File: config.mk
export PLATFORM = sky130hd
export DESIGN_NAME = riscv_fetch_queue
export DESIGN_NICKNAME = d
export VERILOG_FILES = /design/src/rtl/riscv_fetch_pkg.sv /design/src/rtl/fetch_fifo.sv /design/src/rtl/riscv_fetch_queue.sv
export SDC_FILE = /design/constraint.sdc
export NUM_CORES = 1
export LEC_CHECK = 0
export BUFFER_PORTS_ARGS = -buffer_cell sky130_fd_sc_hd__buf_2
export CAP_MARGIN = 20
export CELL_PAD_IN_SITES_DETAIL_PLACEMENT = 0
export CELL_PAD_IN_SITES_GLOBAL_PLACEMENT = 1
export CORE_ASPECT_RATIO = 1.5
export CORE_MARGIN = 4
export CORE_UTILIZATION = 44
export CTS_CLUSTER_SIZE = 12
export DETAILED_ROUTE_END_ITERATION = 8
export PLACE_DENSITY_LB_ADDON = 0.1
export SLEW_MARGIN = 15
export SYNTH_ARGS = -nofsm -noshare
export SYNTH_HDL_FRONTEND = slang
export SYNTH_HIERARCHICAL = 1
export SYNTH_SLANG_ARGS = --single-unit
File: constraint.sdc
create_clock -name clk -period 3.5 [get_ports clk]
set_input_delay 0.525 -clock clk [delete_from_list [all_inputs] [get_ports clk]]
set_output_delay 0.525 -clock clk [all_outputs]
set_load 0.02 [all_outputs]
File: src/rtl/riscv_fetch_pkg.sv
// Shared types and helpers for the instruction-fetch front end.
package riscv_fetch_pkg;

  typedef enum logic [1:0] {
    IDLE  = 2'd0,
    FETCH = 2'd1,
    DROP  = 2'd2
  } fetch_state_t;

  localparam int PC_INC = 4;

  function automatic int cnt_width(input int depth);
    return $clog2(depth + 1);
  endfunction

  typedef struct packed {
    logic [31:0] pc;
    logic [31:0] instr;
  } fetch_entry_t;

endpackage

File: src/rtl/fetch_fifo.sv
// Generic synchronous FIFO with flush; head word is readable without a pop.
module fetch_fifo #(
  parameter int DEPTH = 4,
  parameter int WIDTH = 64,
  parameter int CW    = $clog2(DEPTH + 1)
) (
  input  logic             clk,
  input  logic             rst,
  input  logic             push,
  input  logic             pop,
  input  logic             flush,
  input  logic [WIDTH-1:0] wdata,
  output logic [WIDTH-1:0] rdata,
  output logic             full,
  output logic             empty,
  output logic [CW-1:0]    count
);

  localparam int AW = $clog2(DEPTH);

  logic [WIDTH-1:0] mem [DEPTH];
  logic [AW-1:0]    wr_ptr_reg, rd_ptr_reg;
  logic [CW-1:0]    count_reg;
  logic             do_push, do_pop;

  assign full    = (count_reg == CW'(DEPTH));
  assign empty   = (count_reg == '0);
  assign do_push = push & ~full & ~flush;
  assign do_pop  = pop & ~empty & ~flush;
  assign rdata   = mem[rd_ptr_reg];
  assign count   = count_reg;

  always_ff @(posedge clk or posedge rst) begin
    if (rst) begin
      wr_ptr_reg <= '0;
      rd_ptr_reg <= '0;
      count_reg  <= '0;
    end else if (flush) begin
      wr_ptr_reg <= '0;
      rd_ptr_reg <= '0;
      count_reg  <= '0;
    end else begin
      if (do_push) wr_ptr_reg <= wr_ptr_reg + AW'(1);
      if (do_pop)  rd_ptr_reg <= rd_ptr_reg + AW'(1);
      case ({do_push, do_pop})
        2'b10:   count_reg <= count_reg + CW'(1);
        2'b01:   count_reg <= count_reg - CW'(1);
        default: count_reg <= count_reg;
      endcase
    end
  end

  // Storage carries no reset; stale words are never visible because the
  // consumer masks the head with its valid flag.
  always_ff @(posedge clk) begin
    if (do_push) mem[wr_ptr_reg] <= wdata;
  end

endmodule

File: src/rtl/riscv_fetch_queue.sv
// Instruction-fetch front end with prefetch queue and redirect/miss handling.
// Optional same-cycle bypass of an empty queue: define FETCHQ_BYPASS_EN.
module riscv_fetch_queue
  import riscv_fetch_pkg::*;
#(
  parameter int              DEPTH    = 4,
  parameter int              XLEN     = 32,
  parameter logic [XLEN-1:0] RESET_PC = 32'h0000_0000
) (
  input  logic                        clk,
  input  logic                        rst,
  output logic                        ICACHE_ren,
  output logic [29:0]                 ICACHE_addr,
  input  logic                        ICACHE_stall,
  input  logic [XLEN-1:0]             ICACHE_rdata,
  input  logic                        redirect_valid,
  input  logic [XLEN-1:0]             redirect_pc,
  input  logic                        dec_ready,
  output logic                        dec_valid,
  output logic [XLEN-1:0]             dec_instr,
  output logic [XLEN-1:0]             dec_pc,
  output logic [cnt_width(DEPTH)-1:0] count
);

  localparam int CW = cnt_width(DEPTH);

  fetch_state_t    state_reg, state_next;
  logic [XLEN-1:0] fetch_pc_reg, fetch_pc_next;
  logic [XLEN-1:0] pending_pc_reg, pending_pc_next;
  logic [XLEN-1:0] redirect_aligned;
  logic            full, empty, resp, push, pop, bypass;
  fetch_entry_t    wr_entry, head_entry, out_entry;

  assign redirect_aligned = redirect_pc & ~XLEN'(3);

  // DROP keeps the orphaned request alive so the cache sees a stable handshake.
  assign ICACHE_ren  = ((state_reg == FETCH) & ~full) | (state_reg == DROP);
  assign ICACHE_addr = fetch_pc_reg[31:2];
  assign resp        = ICACHE_ren & ~ICACHE_stall;
  assign wr_entry    = '{pc: fetch_pc_reg, instr: ICACHE_rdata};

`ifdef FETCHQ_BYPASS_EN
  assign bypass = empty & resp & (state_reg == FETCH) & ~redirect_valid;
`else
  assign bypass = 1'b0;
`endif

  assign dec_valid = (~empty | bypass) & (state_reg != DROP);
  assign out_entry = bypass ? wr_entry : head_entry;
  assign dec_instr = dec_valid ? out_entry.instr : '0;
  assign dec_pc    = dec_valid ? out_entry.pc : '0;

  // A bypassed response that decode takes right away never enters the queue.
  assign push = resp & (state_reg == FETCH) & ~redirect_valid & ~(bypass & dec_ready);
  assign pop  = ~empty & dec_valid & dec_ready & ~redirect_valid;

  always_comb begin
    state_next      = state_reg;
    fetch_pc_next   = fetch_pc_reg;
    pending_pc_next = pending_pc_reg;
    case (state_reg)
      IDLE: state_next = FETCH;
      FETCH: begin
        if (redirect_valid) begin
          if (ICACHE_ren & ICACHE_stall) begin
            state_next      = DROP;
            pending_pc_next = redirect_aligned;
          end else begin
            fetch_pc_next = redirect_aligned;
          end
        end else if (resp) begin
          fetch_pc_next = fetch_pc_reg + XLEN'(PC_INC);
        end
      end
      DROP: begin
        if (redirect_valid) pending_pc_next = redirect_aligned;
        if (~ICACHE_stall) begin
          fetch_pc_next = redirect_valid ? redirect_aligned : pending_pc_reg;
          state_next    = FETCH;
        end
      end
      default: state_next = IDLE;
    endcase
  end

  always_ff @(posedge clk or posedge rst) begin
    if (rst) begin
      state_reg      <= IDLE;
      fetch_pc_reg   <= RESET_PC;
      pending_pc_reg <= RESET_PC;
    end else begin
      state_reg      <= state_next;
      fetch_pc_reg   <= fetch_pc_next;
      pending_pc_reg <= pending_pc_next;
    end
  end

  fetch_fifo #(
    .DEPTH(DEPTH),
    .WIDTH(2 * XLEN),
    .CW   (CW)
  ) u_fifo (
    .clk  (clk),
    .rst  (rst),
    .push (push),
    .pop  (pop),
    .flush(redirect_valid),
    .wdata(wr_entry),
    .rdata(head_entry),
    .full (full),
    .empty(empty),
    .count(count)
  );

endmodule

# --- Word-level counts from Yosys, hierarchy flattened ---
# Memory sizes are Yosys's and may differ from the RTL's.
# Index checks and enable logic that the tools add are counted.
# Widths: inputs -> output; s select.
word_totals:
  regBits: 73
  ram_bits: 256
  inputBits: 69
  out_inout_bits: 99
  wordCells: 73
  n_memories: 1
mem_list:
  columns: ["name", "depth", "word_bits", "rd", "rd_clocked_by_memory_dff", "wr", "line_no", "rtl"]
  rows:
  - ["u_fifo.mem", 4, 64, 1, 0, 1, "fetch_fifo.sv:21", "logic [WIDTH-1:0] mem [DEPTH];"]
op_classes:
  addsub: 5
  eq_ne: 11
  mux: 23
  n_bitwise: 18
  n_reduce_logical: 9
op_table:
  columns: ["op", "count"]
  rows:
  - ["$mux 32", 9]
  - ["$pmux 32 s2", 2]
  - ["$add 32x3->32 const B", 1]
  - ["$mux 2", 7]
  - ["$and 1x1->1", 13]
  - ["$ne 2x2->1 const B", 3]
  - ["$ne 3x3->1 const B", 2]
  - ["$pmux 2 s3", 1]
  - ["$pmux 3 s2", 1]
  - ["$reduce_and 3->1", 2]
  - ["$reduce_bool 2->1", 3]
  - ["$add 2x1->2 const B", 2]
  - ["$eq 2x1->1 const B", 2]
  - ["$eq 2x2->1 const B", 2]
  - ["$not 1->1", 4]
  - ["$reduce_and 4->1", 1]
  - ["$add 3x1->3 const B", 1]
  - ["$eq 3x3->1 const B", 1]
  - ["$logic_not 3->1", 1]
  - ["$mux 3", 1]
  - ["$reduce_bool 3->1", 1]
  - ["$sub 3x1->3 const B", 1]
  - ["$logic_not 2->1", 1]
  - ["$mux 1", 2]
  - ["other kinds (2)", 2]

# --- Depth between registers and ports, before layout ---
# Gate-level depths: netlist of run 1.
depth:
  word_depth: 12
  depth_mapped: 13

# --- Cells and area by module ---
# The synthesis of run 1 kept the hierarchy.
by_module_without_submodules:
  columns: ["module", "n_inst", "cells_each", "area_per_inst_um2"]
  rows:
  - ["fetch_fifo", 1, 401, 9811.9]
  - ["riscv_fetch_queue", 1, 518, 4595.7]

# --- Worst setup path after synthesis of run 1 ---
# No wires, ideal clock.
synth_path:
  kind: "register to register"
  start: "register u_fifo.count_reg[1], in the netlist u_fifo/count[1]"
  end: "memory u_fifo.mem[0][0], enable pin"
  arrival_time_ns: 3.519
  required_time_ns: 3.071
  path_slack_ns: -0.448
  stages_incl_launch_ff: 10
  cell_sequence: "dfrtp_1 buf_2 nor3b_2 nor2b_1 or2_2 nor3b_1 buf_4 inv_1 nor3_1 and2_1"
synth_between:
  elab_chain_cells: 11
synth_lines:
  columns: ["element", "line_no", "rtl"]
  rows:
  - ["from (decl)", "fetch_fifo.sv:23", "logic [CW-1:0] count_reg;"]
  - ["from (signal assigned)", "fetch_fifo.sv:46", "2'b10: count_reg <= count_reg + CW'(1);"]
  - ["from (signal assigned)", "fetch_fifo.sv:47", "2'b01: count_reg <= count_reg - CW'(1);"]
  - ["from (signal assigned)", "fetch_fifo.sv:48", "default: count_reg <= count_reg;"]
  - ["$eq 3x3->1", "fetch_fifo.sv:26", "assign full = (count_reg == CW'(DEPTH));"]
  - ["net full", "riscv_fetch_queue.sv:31", "logic full, empty, resp, push, pop, bypass;"]
  - ["$not 1->1", "riscv_fetch_queue.sv:37", "assign ICACHE_ren = ((state_reg == FETCH) & ~full) | (state_reg == DROP);"]
  - ["$and 1x1->1", "riscv_fetch_queue.sv:37", null]
  - ["$or 1x1->1", "riscv_fetch_queue.sv:37", null]
  - ["net ICACHE_ren", "riscv_fetch_queue.sv:12", "output logic ICACHE_ren,"]
  - ["$and 1x1->1", "riscv_fetch_queue.sv:39", "assign resp = ICACHE_ren & ~ICACHE_stall;"]
  - ["$and 1x1->1 (2 in a row)", "riscv_fetch_queue.sv:54", "assign push = resp & (state_reg == FETCH) & ~redirect_valid & ~(bypass & dec_ready);"]
  - ["net push", "riscv_fetch_queue.sv:31", null]
  - ["$and 1x1->1 (2 in a row)", "fetch_fifo.sv:28", "assign do_push = push & ~full & ~flush;"]
  - ["$mux 1", "fetch_fifo.sv:56", "if (do_push) mem[wr_ptr_reg] <= wdata;"]
  - ["$mux 1 (not written as such)", "fetch_fifo.sv:56", null]
  - ["to (decl)", "fetch_fifo.sv:21", null]
# The timed path passes the listed nets, and every way through them passes these cells.

==> metrics.md, run 1 <==
| Metric | Value |
|---|---|
| Count of cell types in the netlist | 74 |
| Max-Slew Margin vs Limit | 38.86% |
| H-tree depth | 2 |
| # setup viols final | 0 |
| Nets | 1,149 |
| Final Hold Fails | 0 |
| Post-CTS Setup Inserts | 0 |
| Ys async rst share | 22.19% |
| Initial core utilization | 44.98% |
| CP Launch Point | u_fifo/rd_ptr_reg[0] |
| Share of post-route cells with drive strength above 1 | 32.78% |
| Slew Limit Fails | 0 |
| Pint | 7.777 mW |
| Sum of negative setup slack | 0 ns |
| Fraction of power consumed by sequential logic | 48.8% |
| Most common cell in the netlist | edfxtp_1 |
| Psw | 3.405 mW |
| Drt drc | 0 |
| Detailed-route via count | 8,254 |
| Leakage Power | 6.044 nW |
| Critical path type | reg -> out |
| Highest net fanout along the worst path | 16 |
| Final period utilization | 84.68% |
| Post-route ant nets | 0 |
| Synthesized area per cell | 15.68 sq um |
| Worst Hold Launch | ICACHE_rdata[23] |
| Total core area | 0.03203 sq mm |
| CP delay by family, top | flip-flops |
| Top sig layer | met4 |
| Port-buffer cells | 165 |
| Post-Place Cell Area | 0.01564 sq mm |
| Post-synthesis adder-cell area fraction | 0.9205% |
| Crit-path cells | buf_4 > mux4_2 > and2_1 > buf_2 |
| Status | finished clean |
| Reg2reg start | u_fifo/count[2] |
| Max reg flops | 256 |
| Yosys top cell area share | 53.36% |
| Die area | 0.03576 sq mm |
| Power Density | 671.1 mW/mm^2 |
| Worst EP required | 2.97 ns |
| Cts-stage hold buffer count | 1 |
| EDFF count, synth | 256 |
| Clk root buf | clkbuf_16 |
| Post-synthesis xor/xnor area fraction | 0.1824% |
| Die width | 155.8 microns |
| Post-synthesis sequential area ratio | 66.04% |
| Max-cap violations | 0 |
| Fill count | 2,732 |
| Routed met3 length | 1450 microns |
| Final core utilization | 52.02% |
| Post_cts resized | 0 |
| FMAX | 337.4 MHz |
| Max incr delay on CP | 0.63 ns |
| Clk_skew | 0.01553 ns |
| Design Area, Final | 0.01666 sq mm |
| Top FF cell, synth | edfxtp_1 |
| Met2 routed WL | 16,810 microns |
| RSZ-0062 raised after global routing | no |
| Critical Path Source Type | flop |
| Largest net degree at the start of global routing | 66 |
| Final WL | 32,070 microns |
| Vias in the first global route | 8,558 |
| Dominant cells by area after synthesis | edfxtp_1, dfrtp_1, mux4_2 |
| Drt via density | 5.514 |
| Power share of the clock group | 29.9% |
| CP max-delay cell | dfrtp_4 |
| WL/cell | 21.42 microns |
| Initial antenna violation count | 0 |
| Tmin final | 2.964 ns |
| FF+latch count, synth | 329 |
| First-pass GRT wire length | 49,940 microns |
| Net Sw Frac | 30.45% |
| Syn. warnings | 6 |
| Worst Path Buf+Inv | 2 |
| DR iter-0 viols | 514 |
| Num CTS Buffers | 34 |
| Post-synth top area cell | edfxtp_1 |
| Post-Syn Instances | 919 |
| Mapped Nets | 998 |
| Area grow syn2layout | 15.65% |
| Clk buf depth | 3 |
| # rows | 80 |
| Sinks on Clock Net | 329 |
| Compound-Gate Fraction of Synth Area | 6.374% |
| Comb power frac | 21.3% |
| CTS tree | done |
| Worst vdd ir | 480.2 uV |
| Worst Setup End Kind | output port |
| Largest family of logic cells by synthesized area | multiplexers |
| Least-Margin Pin Slew | 0.9100 ns |
| Worst endpoint data arrival time | 2.44 ns |
| Hold Crit Class | in -> reg |
| Clk_lat worst skew | 0.51 ns |
| Die height | 229.6 microns |
| Overflow after GRT | 0 |
| Clock-pin slew on the worst setup and hold paths | 0.06 ns |
| DR pass1 iterations | 4 |
| Simple-gate portion of the synthesized area | 9.431% |
| Gpl congestion | 0.7766 |
| Post-DP HPWL | 20,460 microns |
| Wire length on met1 | 13,190 microns |
| # IOs | 168 |
| Mux contribution to synthesized area | 12.84% |
| Netlist Area Pre-Place | 0.01441 sq mm |
| Synth top cells by count | edfxtp_1, dfrtp_1, and2_1, mux4_2, nand2_1 |
| GRT Util Overall | 18.09% |
per-stage QoR:
stage | worst slack, ns | power, mW | cells | hold WS [ns]
after floorplan | 0.2442 | 7.218 | 919 | 0.3284
after global placement | 0.6803 | 7.889 | 1443 | 0.4718
after detailed placement | 0.6921 | 7.936 | 1443 | 0.4750
after CTS | 0.4256 | 11.32 | 1496 | 0.1991
after global routing | 0.3541 | 11.79 | 1496 | 0.2106
final | 0.5363 | 11.18 | 1497 | 0.2326
area by class of cell:
cell class	instances	area [sq um]	share of cell area (%)
well taps	410	513.0	3.079
clock inverters	6	48.80	0.2929
multi-input cells	484	4309	25.86
flip-flops and latches	329	9522	57.15
diodes	1	2.502	0.01502
inverters	21	78.83	0.4731
repair buffers	200	1229	7.374
clock buffers	46	959.7	5.760
metal layers:
layer  vias up  track usage, %
met4         0           4.955
met2       197           31.72
met1      4169           23.32
met5         -               0
li1       3844               -
met3        44           2.852
cells in the final DEF (no fill, tap or decap), types with 5 or more instances in the layout:
cell type / synthesis / layout
edfxtp_1: 256 / 256
buf_2: 11 / 165
dfrtp_1: 73 / 71
and2_1: 70 / 66
mux4_2: 64 / 64
nand2_1: 46 / 46
clkbuf_16: 0 / 37
nor2_1: 33 / 32
o21ai_0: 32 / 32
mux2_2: 31 / 31
buf_4: 34 / 23
inv_1: 20 / 19
a21oi_1: 18 / 18
nand4_1: 17 / 17
nand3_1: 14 / 14
buf_12: 0 / 11
a22o_1: 10 / 10
nor3_1: 10 / 9
ha_1: 9 / 9
clkbuf_1: 30 / 9
or3_1: 6 / 6
nor4_1: 6 / 6
clkinv_1: 1 / 6
mux2i_1: 6 / 6
o311ai_0: 6 / 6
and3_1: 5 / 5
a31oi_1: 5 / 5
cell families (layout without fill, tap and decap cells):
kind of cell | Yosys count | count (layout)
other | 0 | 1
adder cells (fa/ha/maj) | 10 | 10
buffers and inverters | 106 | 273
XOR/XNOR | 3 | 3
flip-flops | 329 | 329
AND/OR/NAND/NOR | 242 | 242
AO/OA/AOI/OAI | 128 | 128
multiplexers | 101 | 101
power by group through the flow:
stage | clock network, mW | registers [mW] | logic (mW)
after floorplan | 0 | 5.27 | 1.95
after global placement | 0 | 5.51 | 2.38
after detailed placement | 0 | 5.53 | 2.41
after CTS | 3.45 | 5.45 | 2.42
after global routing | 3.61 | 5.54 | 2.64
final | 3.34 | 5.46 | 2.39
final timing paths:
kind / to / cells past startpoint / slack, ns
max: dec_pc[14] / 4 / 0.54
min: u_fifo/mem[1][23] / 1 / 0.23
max reg2reg: u_fifo/mem[1][3] / 10 / 0.68
min reg2reg: pending_pc_reg[0] / 1 / 0.48
max in group asynchronous: pending_pc_reg[20] / 4 / 2.12
min in group asynchronous: u_fifo/count[1] / 3 / 0.52
worst register-to-register path, cell delays in order, from the launching register on:
cell and delay (ns):
dfrtp_1 0.50, nor3b_2 0.23, buf_4 0.17, nor2b_1 0.18, or2_2 0.16, nor3b_1 0.24, inv_1 0.15, nor3_1 0.19
buf_4 0.16, and2_4 0.16, buf_4 0.32
No activity file was read; power rests on OpenSTA's default activity.
==> run 2: changes to the inputs <==
--- a/config.mk
+++ b/config.mk
@@ -11,7 +11,7 @@
 export CELL_PAD_IN_SITES_GLOBAL_PLACEMENT = 1
 export CORE_ASPECT_RATIO = 1.5
 export CORE_MARGIN = 4
-export CORE_UTILIZATION = 44
+export CORE_UTILIZATION = 49
 export CTS_CLUSTER_SIZE = 12
 export DETAILED_ROUTE_END_ITERATION = 8
 export PLACE_DENSITY_LB_ADDON = 0.1
==> constraint.sdc (replaced) <==
create_clock -name clk -period 3.1 [get_ports clk]
set_input_delay 0.465 -clock clk [delete_from_list [all_inputs] [get_ports clk]]
set_output_delay 0.465 -clock clk [all_outputs]
set_load 0.02 [all_outputs]
==> metrics.md, run 2 (synthesized netlist as in run 1, its figures left out) <==
| Metric | Value |
|---|---|
| Status | finished clean |
| Worst endpoint data arrival time | 3.00 ns |
| Worst Hold Launch | ICACHE_rdata[28] |
| Post-Place Worst Slack | 0.1655 ns |
| Commonest non-fill, non-tap cell in the layout | edfxtp_1 |
| Largest net degree at the start of global routing | 43 |
| Power share of the clock group | 30.2% |
| Psw | 3.824 mW |
| Global Route met1 Usage | 25.17% |
| Sum of negative setup slack | 0 ns |
| WL/cell | 21.15 microns |
| Fin worst setup slack | 0.2990 ns |
| Clk root buf | clkbuf_16 |
| Initial antenna violation count | 0 |
| Clk_skew | 0.01271 ns |
| CP Launch Point | state_reg[1] |
| Tmin final | 2.801 ns |
| Nets | 1,156 |
| Final core utilization | 57.71% |
| Vias in the first global route | 8,648 |
| Pint | 8.769 mW |
| Sinks on Clock Net | 329 |
| Worst EP required | 3.30 ns |
| Overflow after GRT | 0 |
| Clock-pin slew on the worst setup and hold paths | 0.06 ns |
| Die height | 218.0 microns |
| H-tree depth | 2 |
| Critical path type | reg -> reg |
| Drt via density | 5.598 |
| Global route hottest layer | met2 |
| RSZ-0062 raised after global routing | no |
| Comb power frac | 21.3% |
| Least-Margin Pin Slew | 0.8980 ns |
| Worst Setup End Kind | flop |
| Design Area, Final | 0.01668 sq mm |
| Reg2reg start | state_reg[1] |
| Gpl congestion | 0.7554 |
| Leakage Power | 6.089 nW |
| DR pass1 iterations | 7 |
| Final Hold Fails | 0 |
| Antenna Cells | 0 |
| Net Sw Frac | 30.36% |
| Max-Slew Margin vs Limit | 39.68% |
| # IOs | 168 |
| Hold WS | 0.1777 ns |
| Highest net fanout along the worst path | 27 |
| FMAX | 357.0 MHz |
| Clk buf depth | 3 |
| Detailed-route via count | 8,302 |
| Max reg flops | 256 |
| Hold Crit Class | in -> reg |
| GRT Util Overall | 19.80% |
| Port-buffer cells | 165 |
| Final period utilization | 90.36% |
| # rows | 76 |
| Power Density | 754.8 mW/mm^2 |
| Total core area | 0.02891 sq mm |
| Commonest non-fill, non-tap cells in the layout | edfxtp_1, buf_2, dfrtp_1 |
| Post-DP HPWL | 20,600 microns |
| Num CTS Buffers | 35 |
| Initial core utilization | 49.84% |
| Fraction of power consumed by sequential logic | 48.5% |
| Post-Place Cell Area | 0.01565 sq mm |
| # setup viols final | 0 |
| Area grow syn2layout | 15.80% |
| DR iter-0 viols | 421 |
| Die width | 148.0 microns |
| Global routing usage on met3 | 3.202% |
| Max-cap violations | 0 |
| Share of post-route cells with drive strength above 1 | 33.76% |
| Die area | 0.03227 sq mm |
| Drt drc | 0 |
| Post-CTS Setup Inserts | 0 |
| Fill count | 2,369 |
| Post-route ant nets | 0 |
| First-pass GRT wire length | 49,650 microns |
| Slew Limit Fails | 0 |
| CTS tree | done |
| Clk_lat worst skew | 0.51 ns |
| Final WL | 31,360 microns |
| Global Route met2 Usage | 35.49% |
| Critical Path Source Type | flop |
| Worst vdd ir | 511.4 uV |
[run 2: final timing paths]
path | endpoint | slack (ns) | cells past startpoint
setup / recovery | u_fifo/mem[2][22] | 0.30 | 9
hold / removal | u_fifo/mem[3][28] | 0.18 | 1
setup reg to reg | u_fifo/mem[2][22] | 0.30 | 9
hold reg to reg | pending_pc_reg[1] | 0.50 | 1
max in group asynchronous | pending_pc_reg[15] | 1.84 | 4
min in group asynchronous | u_fifo/rd_ptr_reg[0] | 0.45 | 3
[run 2: final cells by class]
class	instances	area (sq um)	area share, %
clock inverter	9	67.56	0.4050
sequential	329	9522	57.07
inverter	21	78.83	0.4725
clock buffer	44	952.2	5.707
tap	390	488.0	2.925
timing repair buffer	206	1261	7.560
multi-input combinational	484	4314	25.86
[run 2: power by group through the flow]
stage | clock network, mW | logic, mW | registers (mW)
global placement | 0 | 2.69 | 6.17
finish | 3.80 | 2.68 | 6.11
CTS | 3.92 | 2.72 | 6.10
global route | 4.10 | 2.96 | 6.20
detailed placement | 0 | 2.71 | 6.20
floorplan | 0 | 2.20 | 5.95
[run 2: per-layer routing]
layer  share of wire [%]  vias to the layer above
met3                 4.6                       42
met1                  41                     4176
met5                   0                        -
li1                    -                     3865
met4                 2.1                        0
met2                  52                      219
[run 2: worst max-delay path, cell delays in order, from the launching register on]
cell	delay, ns
dfrtp_1	0.38
inv_1	0.12
ha_1	0.25
nor2b_1	0.24
or2_2	0.17
nor3b_1	0.25
inv_1	0.15
nor3_2	0.28
and2_4	0.38
buf_12	0.25
[run 2: what timing repair did]
item                                   4_1_cts  5_1_grt
endpoints found under the hold margin       22        0
hold buffers                                 1        0
setup endpoints to repair                    0      205
gates resized for setup                      0        1
[run 2: metrics by stage]
stage,total power [mW],std cells
floorplan,8.149,919
global placement,8.860,1429
detailed placement,8.903,1429
CTS,12.74,1483
global route,13.27,1483
finish,12.59,1483
